**src/rtl/bcd_entry_pkg.sv**
```systemverilog
// Shared types and constants for the BCD setpoint entry block.
// Button indices match the PUSH_BUTTON_N_I bit order.
package bcd_entry_pkg;

    typedef enum logic [1:0] {
        S_IDLE = 2'd0,
        S_EDIT = 2'd1,
        S_REQ  = 2'd2
    } entry_state_t;

    typedef enum logic {
        SEL_ONES = 1'b0,
        SEL_TENS = 1'b1
    } digit_sel_t;

    localparam int PB_EDIT = 0;
    localparam int PB_INC  = 1;
    localparam int PB_DEC  = 2;
    localparam int PB_SEL  = 3;
    localparam int NUM_PB  = 4;

    // Binary value of a two-digit BCD number, built from shifts (x8 + x2).
    function automatic logic [7:0] bcd_to_bin(input logic [3:0] tens, input logic [3:0] ones);
        logic [7:0] t;
        t = {4'd0, tens};
        return (t << 3) + (t << 1) + {4'd0, ones};
    endfunction

endpackage

```
**src/rtl/bcd_setpoint_entry_debounce.sv**
```systemverilog
// Push-button debouncer: internal 1 kHz tick, per-button shift registers,
// registered pressed status and one-cycle press pulses on status rising.
module pb_debounce
    import bcd_entry_pkg::*;
#(
    parameter int MAX_1kHz_div_count = 24999,
    parameter int DEBOUNCE_LEN       = 10
) (
    input  logic              CLOCK_50_I,
    input  logic              resetn,
    input  logic [NUM_PB-1:0] i_pb_n,
    output logic [NUM_PB-1:0] o_press,
    output logic              o_tick
);

    localparam int DW = (MAX_1kHz_div_count > 0) ? $clog2(MAX_1kHz_div_count + 1) : 1;

    logic [DW-1:0]                       r_div_cnt;
    logic                                r_tick_lvl;
    logic [NUM_PB-1:0][DEBOUNCE_LEN-1:0] r_shift;
    logic [NUM_PB-1:0]                   r_status;
    logic [NUM_PB-1:0]                   r_status_d;
    logic                                w_div_wrap;
    logic                                w_tick_rise;

    assign w_div_wrap  = (r_div_cnt == DW'(MAX_1kHz_div_count));
    // The tick level is about to go 0->1: sample the buttons on this edge.
    assign w_tick_rise = w_div_wrap && !r_tick_lvl;

    // NOTE: sequential state uses non-blocking assignments so every register
    // sees the pre-edge values of the others, exactly like the hardware.
    always_ff @(posedge CLOCK_50_I or negedge resetn) begin
        if (!resetn) begin
            r_div_cnt  <= '0;
            r_tick_lvl <= 1'b1;
            r_shift    <= '0;
            r_status   <= '0;
            r_status_d <= '0;
        end else begin
            if (w_div_wrap) begin
                r_div_cnt  <= '0;
                r_tick_lvl <= ~r_tick_lvl;
            end else begin
                r_div_cnt  <= r_div_cnt + 1'b1;
            end
            if (w_tick_rise) begin
                for (int i = 0; i < NUM_PB; i++)
                    r_shift[i] <= {r_shift[i][DEBOUNCE_LEN-2:0], ~i_pb_n[i]};
            end
            for (int i = 0; i < NUM_PB; i++)
                r_status[i] <= |r_shift[i];
            r_status_d <= r_status;
        end
    end

    assign o_press = r_status & ~r_status_d;
    assign o_tick  = w_tick_rise;

endmodule

```
**src/rtl/bcd_setpoint_entry.sv**
```systemverilog
// Two-digit BCD setpoint entry: edit FSM, digit arithmetic with wrap/clamp,
// blink mask for the selected digit and valid/ready load handshake.
module bcd_setpoint_entry
    import bcd_entry_pkg::*;
#(
    parameter int MAX_1kHz_div_count = 24999,
    parameter int DEBOUNCE_LEN       = 10,
    parameter int BLINK_DIV          = 249,
    parameter int MAX_VALUE          = 59
) (
    input  logic              CLOCK_50_I,
    input  logic              resetn,
    input  logic [NUM_PB-1:0] PUSH_BUTTON_N_I,
    input  logic              load_ready,
    output logic              load_valid,
    output logic [7:0]        load_value,
    output logic [3:0]        digit_ones,
    output logic [3:0]        digit_tens,
    output logic [1:0]        blank_mask,
    output logic              editing
);

    localparam logic [3:0] TENS_MAX  = 4'(MAX_VALUE / 10);
    localparam logic [3:0] ONES_CLMP = 4'(MAX_VALUE % 10);
    localparam int         BW        = (BLINK_DIV > 0) ? $clog2(BLINK_DIV + 1) : 1;

    entry_state_t r_state, w_state_nxt;
    digit_sel_t   r_sel, w_sel_nxt;
    logic [3:0]   r_ones, r_tens, w_ones_nxt, w_tens_nxt;
    logic         r_load_valid, w_valid_nxt;
    logic [7:0]   r_load_value, w_value_nxt;
    logic [BW-1:0] r_blink_cnt;
    logic         r_phase;
    logic         w_restart;

    logic [NUM_PB-1:0] w_press;
    logic              w_tick;
    logic              w_do_edit, w_do_sel, w_do_inc, w_do_dec;
    logic [3:0]        w_ones_step, w_tens_step, w_ones_cand, w_tens_cand;

    pb_debounce #(
        .MAX_1kHz_div_count (MAX_1kHz_div_count),
        .DEBOUNCE_LEN       (DEBOUNCE_LEN)
    ) u_debounce (
        .CLOCK_50_I (CLOCK_50_I),
        .resetn     (resetn),
        .i_pb_n     (PUSH_BUTTON_N_I),
        .o_press    (w_press),
        .o_tick     (w_tick)
    );

    // Only the highest-priority press acts: EDIT > SEL > INC > DEC.
    assign w_do_edit = w_press[PB_EDIT];
    assign w_do_sel  = w_press[PB_SEL] && !w_do_edit;
    assign w_do_inc  = w_press[PB_INC] && !w_do_edit && !w_do_sel;
    assign w_do_dec  = w_press[PB_DEC] && !w_do_edit && !w_do_sel && !w_do_inc;

    assign w_ones_step = w_do_inc ? ((r_ones == 4'd9) ? 4'd0 : r_ones + 4'd1)
                                  : ((r_ones == 4'd0) ? 4'd9 : r_ones - 4'd1);
    assign w_tens_step = w_do_inc ? ((r_tens == TENS_MAX) ? 4'd0 : r_tens + 4'd1)
                                  : ((r_tens == 4'd0) ? TENS_MAX : r_tens - 4'd1);
    assign w_tens_cand = (r_sel == SEL_TENS) ? w_tens_step : r_tens;
    assign w_ones_cand = (r_sel == SEL_ONES) ? w_ones_step : r_ones;

    // NOTE: every variable gets a default before the case so no path leaves
    // one unassigned, which would otherwise infer a latch.
    always_comb begin
        w_state_nxt = r_state;
        w_sel_nxt   = r_sel;
        w_ones_nxt  = r_ones;
        w_tens_nxt  = r_tens;
        w_valid_nxt = r_load_valid;
        w_value_nxt = r_load_value;
        w_restart   = 1'b0;
        case (r_state)
            S_IDLE: begin
                if (w_do_edit) begin
                    w_state_nxt = S_EDIT;
                    w_sel_nxt   = SEL_ONES;
                    w_restart   = 1'b1;
                end
            end
            S_EDIT: begin
                if (w_do_edit) begin
                    w_state_nxt = S_REQ;
                    w_valid_nxt = 1'b1;
                    w_value_nxt = bcd_to_bin(r_tens, r_ones);
                end else if (w_do_sel) begin
                    w_sel_nxt = (r_sel == SEL_ONES) ? SEL_TENS : SEL_ONES;
                    w_restart = 1'b1;
                end else if (w_do_inc || w_do_dec) begin
                    w_tens_nxt = w_tens_cand;
                    w_ones_nxt = (bcd_to_bin(w_tens_cand, w_ones_cand) > 8'(MAX_VALUE))
                                 ? ONES_CLMP : w_ones_cand;
                    w_restart  = 1'b1;
                end
            end
            S_REQ: begin
                if (load_ready) begin
                    w_state_nxt = S_IDLE;
                    w_valid_nxt = 1'b0;
                end
            end
            default: w_state_nxt = S_IDLE;
        endcase
    end

    always_ff @(posedge CLOCK_50_I or negedge resetn) begin
        if (!resetn) begin
            r_state      <= S_IDLE;
            r_sel        <= SEL_ONES;
            r_ones       <= 4'd0;
            r_tens       <= 4'd0;
            r_load_valid <= 1'b0;
            r_load_value <= 8'd0;
            r_blink_cnt  <= '0;
            r_phase      <= 1'b0;
        end else begin
            r_state      <= w_state_nxt;
            r_sel        <= w_sel_nxt;
            r_ones       <= w_ones_nxt;
            r_tens       <= w_tens_nxt;
            r_load_valid <= w_valid_nxt;
            r_load_value <= w_value_nxt;
            if (w_restart) begin
                r_blink_cnt <= '0;
                r_phase     <= 1'b0;
            end else if (r_state == S_EDIT && w_tick) begin
                if (r_blink_cnt == BW'(BLINK_DIV)) begin
                    r_blink_cnt <= '0;
                    r_phase     <= ~r_phase;
                end else begin
                    r_blink_cnt <= r_blink_cnt + 1'b1;
                end
            end
        end
    end

    always_comb begin
        blank_mask = 2'b00;
        if (r_state == S_EDIT)
            blank_mask = (r_sel == SEL_TENS) ? {r_phase, 1'b0} : {1'b0, r_phase};
    end

    assign load_valid = r_load_valid;
    assign load_value = r_load_value;
    assign digit_ones = r_ones;
    assign digit_tens = r_tens;
    assign editing    = (r_state == S_EDIT);

endmodule

```
**config.mk**
```make
export PLATFORM = sky130hd
export DESIGN_NAME = bcd_setpoint_entry
export DESIGN_NICKNAME = d
export VERILOG_FILES = /design/src/rtl/bcd_entry_pkg.sv /design/src/rtl/bcd_setpoint_entry_debounce.sv /design/src/rtl/bcd_setpoint_entry.sv
export SDC_FILE = /design/constraint.sdc
export NUM_CORES = 1
export LEC_CHECK = 0
export ABC_AREA = 1
export CAP_MARGIN = 10
export CORE_MARGIN = 2
export CORE_UTILIZATION = 40
export DETAILED_ROUTE_END_ITERATION = 8
export PLACE_DENSITY = 0.58
export SLEW_MARGIN = 15
export SYNTH_ARGS = -nofsm -noshare
export SYNTH_HDL_FRONTEND = slang
export SYNTH_SLANG_ARGS = --single-unit
export TNS_END_PERCENT = 10
```
**constraint.sdc**
```tcl
create_clock -name CLOCK_50_I -period 3.2 [get_ports CLOCK_50_I]
set_input_delay 0.64 -clock CLOCK_50_I [delete_from_list [all_inputs] [get_ports CLOCK_50_I]]
set_output_delay 0.64 -clock CLOCK_50_I [all_outputs]
set_load 0.005 [all_outputs]
```
# Word level (Yosys, flattened, before mapping)
# Index checks and enable logic that the tools add are counted.
[totals]
register_bits = 93
[op_classes]
addsub = 10
n_mux = 35
bitwise_logic = 10
order_cmp = 1
n_reduce_logical = 30
n_eq_ne = 11
[ops]
columns = ["cell", "count"]
rows = [
  ["OR reduction 10 bit", 4],
  ["two-way mux 4 bit", 9],
  ["two-way mux 8 bit", 3],
  ["adder 7 x 5 -> 8 bit", 2],
  ["adder 8 x 4 -> 8 bit", 2],
  ["adder 15 x 1 -> 15 bit, second input constant", 1],
  ["equality test 15 bit, second input constant", 1],
  ["two-way mux 15 bit", 1],
  ["two-way mux 1 bit", 13],
  ["two-way mux 2 bit", 5],
  ["adder 4 x 1 -> 4 bit, second input constant", 2],
  ["adder 8 x 1 -> 8 bit, second input constant", 1],
  ["equality test 8 bit, second input constant", 1],
  ["> comparator 8 x 6 -> 1 bit, second input constant", 1],
  ["logical AND 1 bit", 8],
  ["zero test 4 bit", 2],
  ["inverter 1 bit", 8],
  ["AND reduction 4 bit", 2],
  ["nonzero test 2 bit", 4],
  ["subtractor 4 x 1 -> 4 bit, second input constant", 2],
  ["!= test 2 x 1 -> 1 bit, second input constant", 3],
  ["one-hot mux 1 bit (2 select lines)", 3],
  ["one-hot mux 2 bit (3 select lines)", 1],
  ["AND reduction 3 bit", 2],
  ["11 further kinds", 16],
]

# Logic depth before layout (Yosys ltp)
[logic_depth]
ltp_word = 15
mapped_depth = 20
mapped_depth_nobuf = 20

# By module
# A second synthesis with hierarchy kept.
[unflattened]
hier_cells = 622
area_unflattened_um2 = 5119.9
[modules_own_cells]
columns = ["module", "instances", "cells_per_inst", "area_per_inst_um2"]
rows = [
  ["pb_debounce", 1, 341, 2932.8],
  ["bcd_setpoint_entry", 1, 281, 2187.1],
]

# Worst setup path before layout
# Ideal clock, no wire load.
[synth_path]
path_kind = "reg2reg"
startpoint = "reg r_tens[0], in the netlist digit_tens[0]"
endpoint = "reg r_ones[3], in the netlist digit_ones[3]"
period_less_slack_ns = 2.737
setup_slack_ns = 0.463
path_stages_with_launch = 17
arrival_ns = 2.620
path_buffers = 0
required_time_ns = 3.083
path_cell_list = "dfrtp_1 -> nand2_1 -> nor2_1 -> nand3b_1 -> nand2_1 -> o21ai_0 -> a21oi_1 -> fa_1 -> fa_1 -> nand2_1 -> inv_1 -> nor2_1 -> nor2_1 -> nand3_1 -> nand3_1 -> nor2_1 -> nor2_1"
[synth_between]
elab_chain_cells = 8
elab_cells_between_ends = 12
classes_between = "add/sub: 4; order compare: 1; eq/ne: 1; mux: 5; reduce/logical: 1"
[synth_lines]
columns = ["item", "line", "source"]
rows = [
  ["start, declared", "bcd_setpoint_entry.sv:29", "logic [3:0] r_ones, r_tens, w_ones_nxt, w_tens_nxt;"],
  ["start signal, assigned", "bcd_setpoint_entry.sv:122", "r_tens <= w_tens_nxt;"],
  ["subtractor 4 x 1 -> 4 bit, or another cell as far along", "bcd_setpoint_entry.sv:61", ": ((r_tens == 4'd0) ? TENS_MAX : r_tens - 4'd1);"],
  ["two-way mux 4 bit, on equally long branches", "bcd_setpoint_entry.sv:61, bcd_setpoint_entry.sv:60", ""],
  ["two-way mux 4 bit (*)", "bcd_setpoint_entry.sv:60", "assign w_tens_step = w_do_inc ? ((r_tens == TENS_MAX) ? 4'd0 : r_tens + 4'd1)"],
  ["two-way mux 4 bit (*)", "bcd_setpoint_entry.sv:62", "assign w_tens_cand = (r_sel == SEL_TENS) ? w_tens_step : r_tens;"],
  ["net w_tens_cand[2]", "bcd_setpoint_entry.sv:39", "logic [3:0] w_ones_step, w_tens_step, w_ones_cand, w_tens_cand;"],
  ["adder 7 x 5 -> 8 bit (*)", "bcd_entry_pkg.sv:26", "return (t << 3) + (t << 1) + {4'd0, ones};"],
  ["adder 8 x 4 -> 8 bit (*)", "bcd_entry_pkg.sv:26", ""],
  ["> comparator 8 x 6 -> 1 bit (*)", "bcd_setpoint_entry.sv:93", "w_ones_nxt = (bcd_to_bin(w_tens_cand, w_ones_cand) > 8'(MAX_VALUE))"],
  ["two-way mux 4 bit (*)", "bcd_setpoint_entry.sv:94", "? ONES_CLMP : w_ones_cand;"],
  ["end signal, assigned", "bcd_setpoint_entry.sv:121", "r_ones <= w_ones_nxt;"],
  ["end, declared", "bcd_setpoint_entry.sv:29", ""],
]
# Mark *: on every way through the listed nets, which the timed path passes. The rest lies on a longest branch.
# A chain may end at the register's enable or synchronous reset.

# Final worst setup path
[layout_path]
startpoint = "reg r_ones[1], in the netlist digit_ones[1]"
endpoint = "reg r_ones[3], in the netlist digit_ones[3]"
[layout_between]
elab_chain_cells = 7
elab_cells_between_ends = 11
classes_between = "add/sub: 3; order compare: 1; eq/ne: 1; mux: 5; reduce/logical: 1"
[layout_lines]
columns = ["item", "line", "source"]
rows = [
  ["subtractor 4 x 1 -> 4 bit, or another cell as far along", "bcd_setpoint_entry.sv:59", ": ((r_ones == 4'd0) ? 4'd9 : r_ones - 4'd1);"],
  ["two-way mux 4 bit, on equally long branches", "bcd_setpoint_entry.sv:59, bcd_setpoint_entry.sv:58", ""],
  ["two-way mux 4 bit", "bcd_setpoint_entry.sv:58", "assign w_ones_step = w_do_inc ? ((r_ones == 4'd9) ? 4'd0 : r_ones + 4'd1)"],
  ["two-way mux 4 bit (*)", "bcd_setpoint_entry.sv:63", "assign w_ones_cand = (r_sel == SEL_ONES) ? w_ones_step : r_ones;"],
  ["adder 8 x 4 -> 8 bit", "bcd_entry_pkg.sv:26", ""],
  ["> comparator 8 x 6 -> 1 bit", "bcd_setpoint_entry.sv:93", ""],
  ["two-way mux 4 bit (*)", "bcd_setpoint_entry.sv:94", ""],
]
# Every way passes the cells marked *; elsewhere a longest branch is shown, timed or not.

==> flow_summary.toml <==
[route]
via_count = 3738
wire_per_inst_um = 12.5
via_per_inst = 4.92
drt-total-wl_um = 9490
drtPass1Iterations = 4
drc_errors = 0
drtAntennaViolNets = 0
drt-initial-drc-count = 190

[pwr]
leakagePower_nw = 2.83
power_frac_seq_pct = 50.4
switching_power_w = 0.000515
p_int_w = 0.00183
p_clk_share_pct = 46.2
power_density_nw_per_um2 = 427
power_frac_comb_pct = 3.4
vdd_drop_max_uv = 229
switching_share_pct = 22.0

[global_routing]
use_met2_pct = 28.2
track_usage_pct = 16.5
antenna_found_initial = 0
grt_pass1_vias = 3770
grt_pass1_wl_um = 17100
grt_overflow_total = 0
grt_use_met3_pct = 3.77
grt_max_degree = 53
top_usage_layer = "met2"
grt_use_met1_pct = 20.5

[synth]
ys.flop_type = "dfrtp_1"
ys_types = 30
syn_inst = 582
synth_top_area_share_pct = 47.9
yosysSeqAreaShare_pct = 48.4
async_reset_ff_share_pct = 100
netlist_area_sq_um = 4810
synthesis.nets = 610
ys_top_cells_by_count = "nand2_1 (190), dfrtp_1 (92), inv_1 (63)"
ys_top_cells_by_area = "dfrtp_1 (48%), nand2_1 (15%), inv_1 (4.9%), nand3_1 (4.6%), ha_1 (4.4%)"
yosysWarnings = 0
synth_top_cell_by_area = "dfrtp_1"
syn_avg_cell_area_sq_um = 8.26
synth_edf_count = 0
yosysMostFrequentCell = "nand2_1"
ys_ff_latch = 93

[setup_path]
ff2ff_path_depth = 17
crit_required_ps = 3440
timing.rr.start = "digit_ones[1]"
cp-end-kind = "flop"
arrival_ps = 3160
crit_slowest_cell = "dfrtp_1"
worstSetupStartpointType = "flop"
crit_cells = 17
crit_path_start = "digit_ones[1]"
path_cells = "inv_1 > nand2_1 > o21ai_0 > nand2_1 > nand2_1 > nand2_1 > nand2_1 > inv_1 > ha_1 > ha_1 > fa_1 > nor2_1 > nor2_1 > a21oi_1 > nand3_1 > nor2_1 > nor2_1"
crit_type = "reg -> reg"
crit_family = "adder cells"
critPathMaxFanout = 8
cpPeakStageDelay_ps = 470
crit_buf_inv = 2
worst_path_most_repeated_cell = "nand2_1"

[layout]
nNetsFinal = 636
final.fill_count = 1164
drive_above_1_share_pct = 9.14
final-seq-area_sq_um = 2330
antenna_cells = 0
multi_input_area_sq_um = 2140
area_growth_syn_to_layout_pct = 14.2

[clocking]
clock_latency_ps = 350
cts_root_buf = "clkbuf_16"
clock_path_buffers = 2
cts.htree.levels = 3
cts_made_buffers = 9
cts_tree = "yes"
path_clk_slew_ps = 70
post-cts-setup-buffers = 0
clock_sinks = 93

[sta]
tightest_slew_ps = 880
finalCritPeriodShare_pct = 91.3
finalCriticalPeriod_ps = 2920
fmax_mhz = 342
fin_skew_ps = 6.77
max_slew_margin_pct = 41.0
worst_slack_ps = 279
finalMaxSlewViolations = 0
final_hold_viol_count = 0
setup_viol = 0
rsz0062_at_grt = "false"
tns_ps = 0

[floorplanning]
row_count = 40
io_pins = 27
die_y_um = 114
die_w_um = 114
core_sq_um = 11900
start_util_pct = 40.5
die-area_sq_um = 12900

[placed_design]
post-dp-hpwl_um = 6680
place_congestion = 0.839
port_buffers = 26
preCtsSetupSlack_ps = 205

[run]
max-cap-violations = 0

[min_path]
hold_class = "in -> async"

[status]
status = "finished, final reports clean"
==> what timing repair did <==
action,CTS,global route
hold endpoints to repair,0,0
setup endpoints to repair,0,4
hold buffers,0,0
resized for setup,0,11
==> cell type report <==
class	instances	area share, %
flip-flops and latches	93	42.5
clock buffers	10	4.35
inverters	64	4.46
well taps	147	3.35
repair buffers	29	5.33
multi-input cells	411	38.9
clock inverters	6	1.12
==> layer usage <==
| layer | share of wire [%] | routed length [um] |
|---|---|---|
| met2 | 48 | 4600 |
| met5 | 0 | 0 |
| met1 | 48 | 4520 |
| met3 | 2.5 | 235 |
| met4 | 1.5 | 146 |
==> state kept, by name (all words and copies together), names as in the netlist <==
signal	cells
u_debounce.r_shift	40
u_debounce.r_div_cnt	15
load_value	8
r_blink_cnt	8
digit_ones	4
digit_tens	4
u_debounce.r_status	4
u_debounce.r_status_d	4
r_state	2
load_valid	1
r_phase	1
r_sel	1
u_debounce.r_tick_lvl	1
==> final timing paths <==
kind / end / slack, ps
max in group asynchronous: u_debounce.r_tick_lvl / 2200
worst max-delay path: digit_ones[3] / 280
worst min-delay path: load_value[3] / 280
min in group CLOCK_50_I: u_debounce.r_status_d[3] / 380
worst min register to register: u_debounce.r_status_d[3] / 380
worst max register to register: digit_ones[3] / 280
==> cells in the final DEF (no fill, tap or decap), types with 3 or more instances in the layout <==
cell type | netlist | routed
nor3_1 | 4 | 4
xor2_1 | 12 | 12
dfrtp_1 | 92 | 89
clkbuf_16 | 0 | 9
a21oi_1 | 13 | 12
fa_1 | 4 | 4
o21ai_0 | 34 | 33
dfrtp_2 | 0 | 3
clkdlybuf4s50_1 | 0 | 25
a31oi_1 | 3 | 3
ha_1 | 17 | 17
nor2_4 | 2 | 3
o21ai_2 | 10 | 10
nand3_1 | 44 | 43
nand2_1 | 190 | 189
nor2_1 | 44 | 42
buf_4 | 4 | 3
clkinv_2 | 0 | 3
nor4_1 | 10 | 10
nand2_2 | 8 | 9
nand4_1 | 6 | 6
inv_1 | 63 | 62
==> power groups by stage <==
stage	combinational, W	clock (W)	sequential, W
finish	0.0000793	0.00108	0.00118
global route	0.0000921	0.00118	0.00118
CTS	0.0000819	0.00112	0.00118
detailed placement	0.0000810	0	0.00120
global placement	0.0000793	0	0.00120
floorplan	0.0000344	0	0.00120
==> logic make-up (layout without fill, tap and decap cells) <==
family / after synthesis / count (layout) / synth area share, %
buf+inv: 78 / 109 / 7.54
compound gates: 64 / 64 / 7.78
flops: 93 / 93 / 48.4
simple gates: 313 / 313 / 27.8
xor+xnor: 13 / 13 / 2.37
fa+ha+maj: 21 / 21 / 6.09
==> through the flow <==
step                      util [%]  hold slack [ps]  std cells  area (sq um)  total power (W)
after CTS                     46.1              306        760          5470          0.00238
after floorplan                  -              344        582          4810          0.00124
after global placement        43.6              362        744          5170          0.00128
final                         46.3              280        760          5490          0.00235
after global routing          46.3              327        760          5490          0.00245
after detailed placement      43.6              366        744          5170          0.00129
Note: power is estimated with default switching activity, not from simulation.
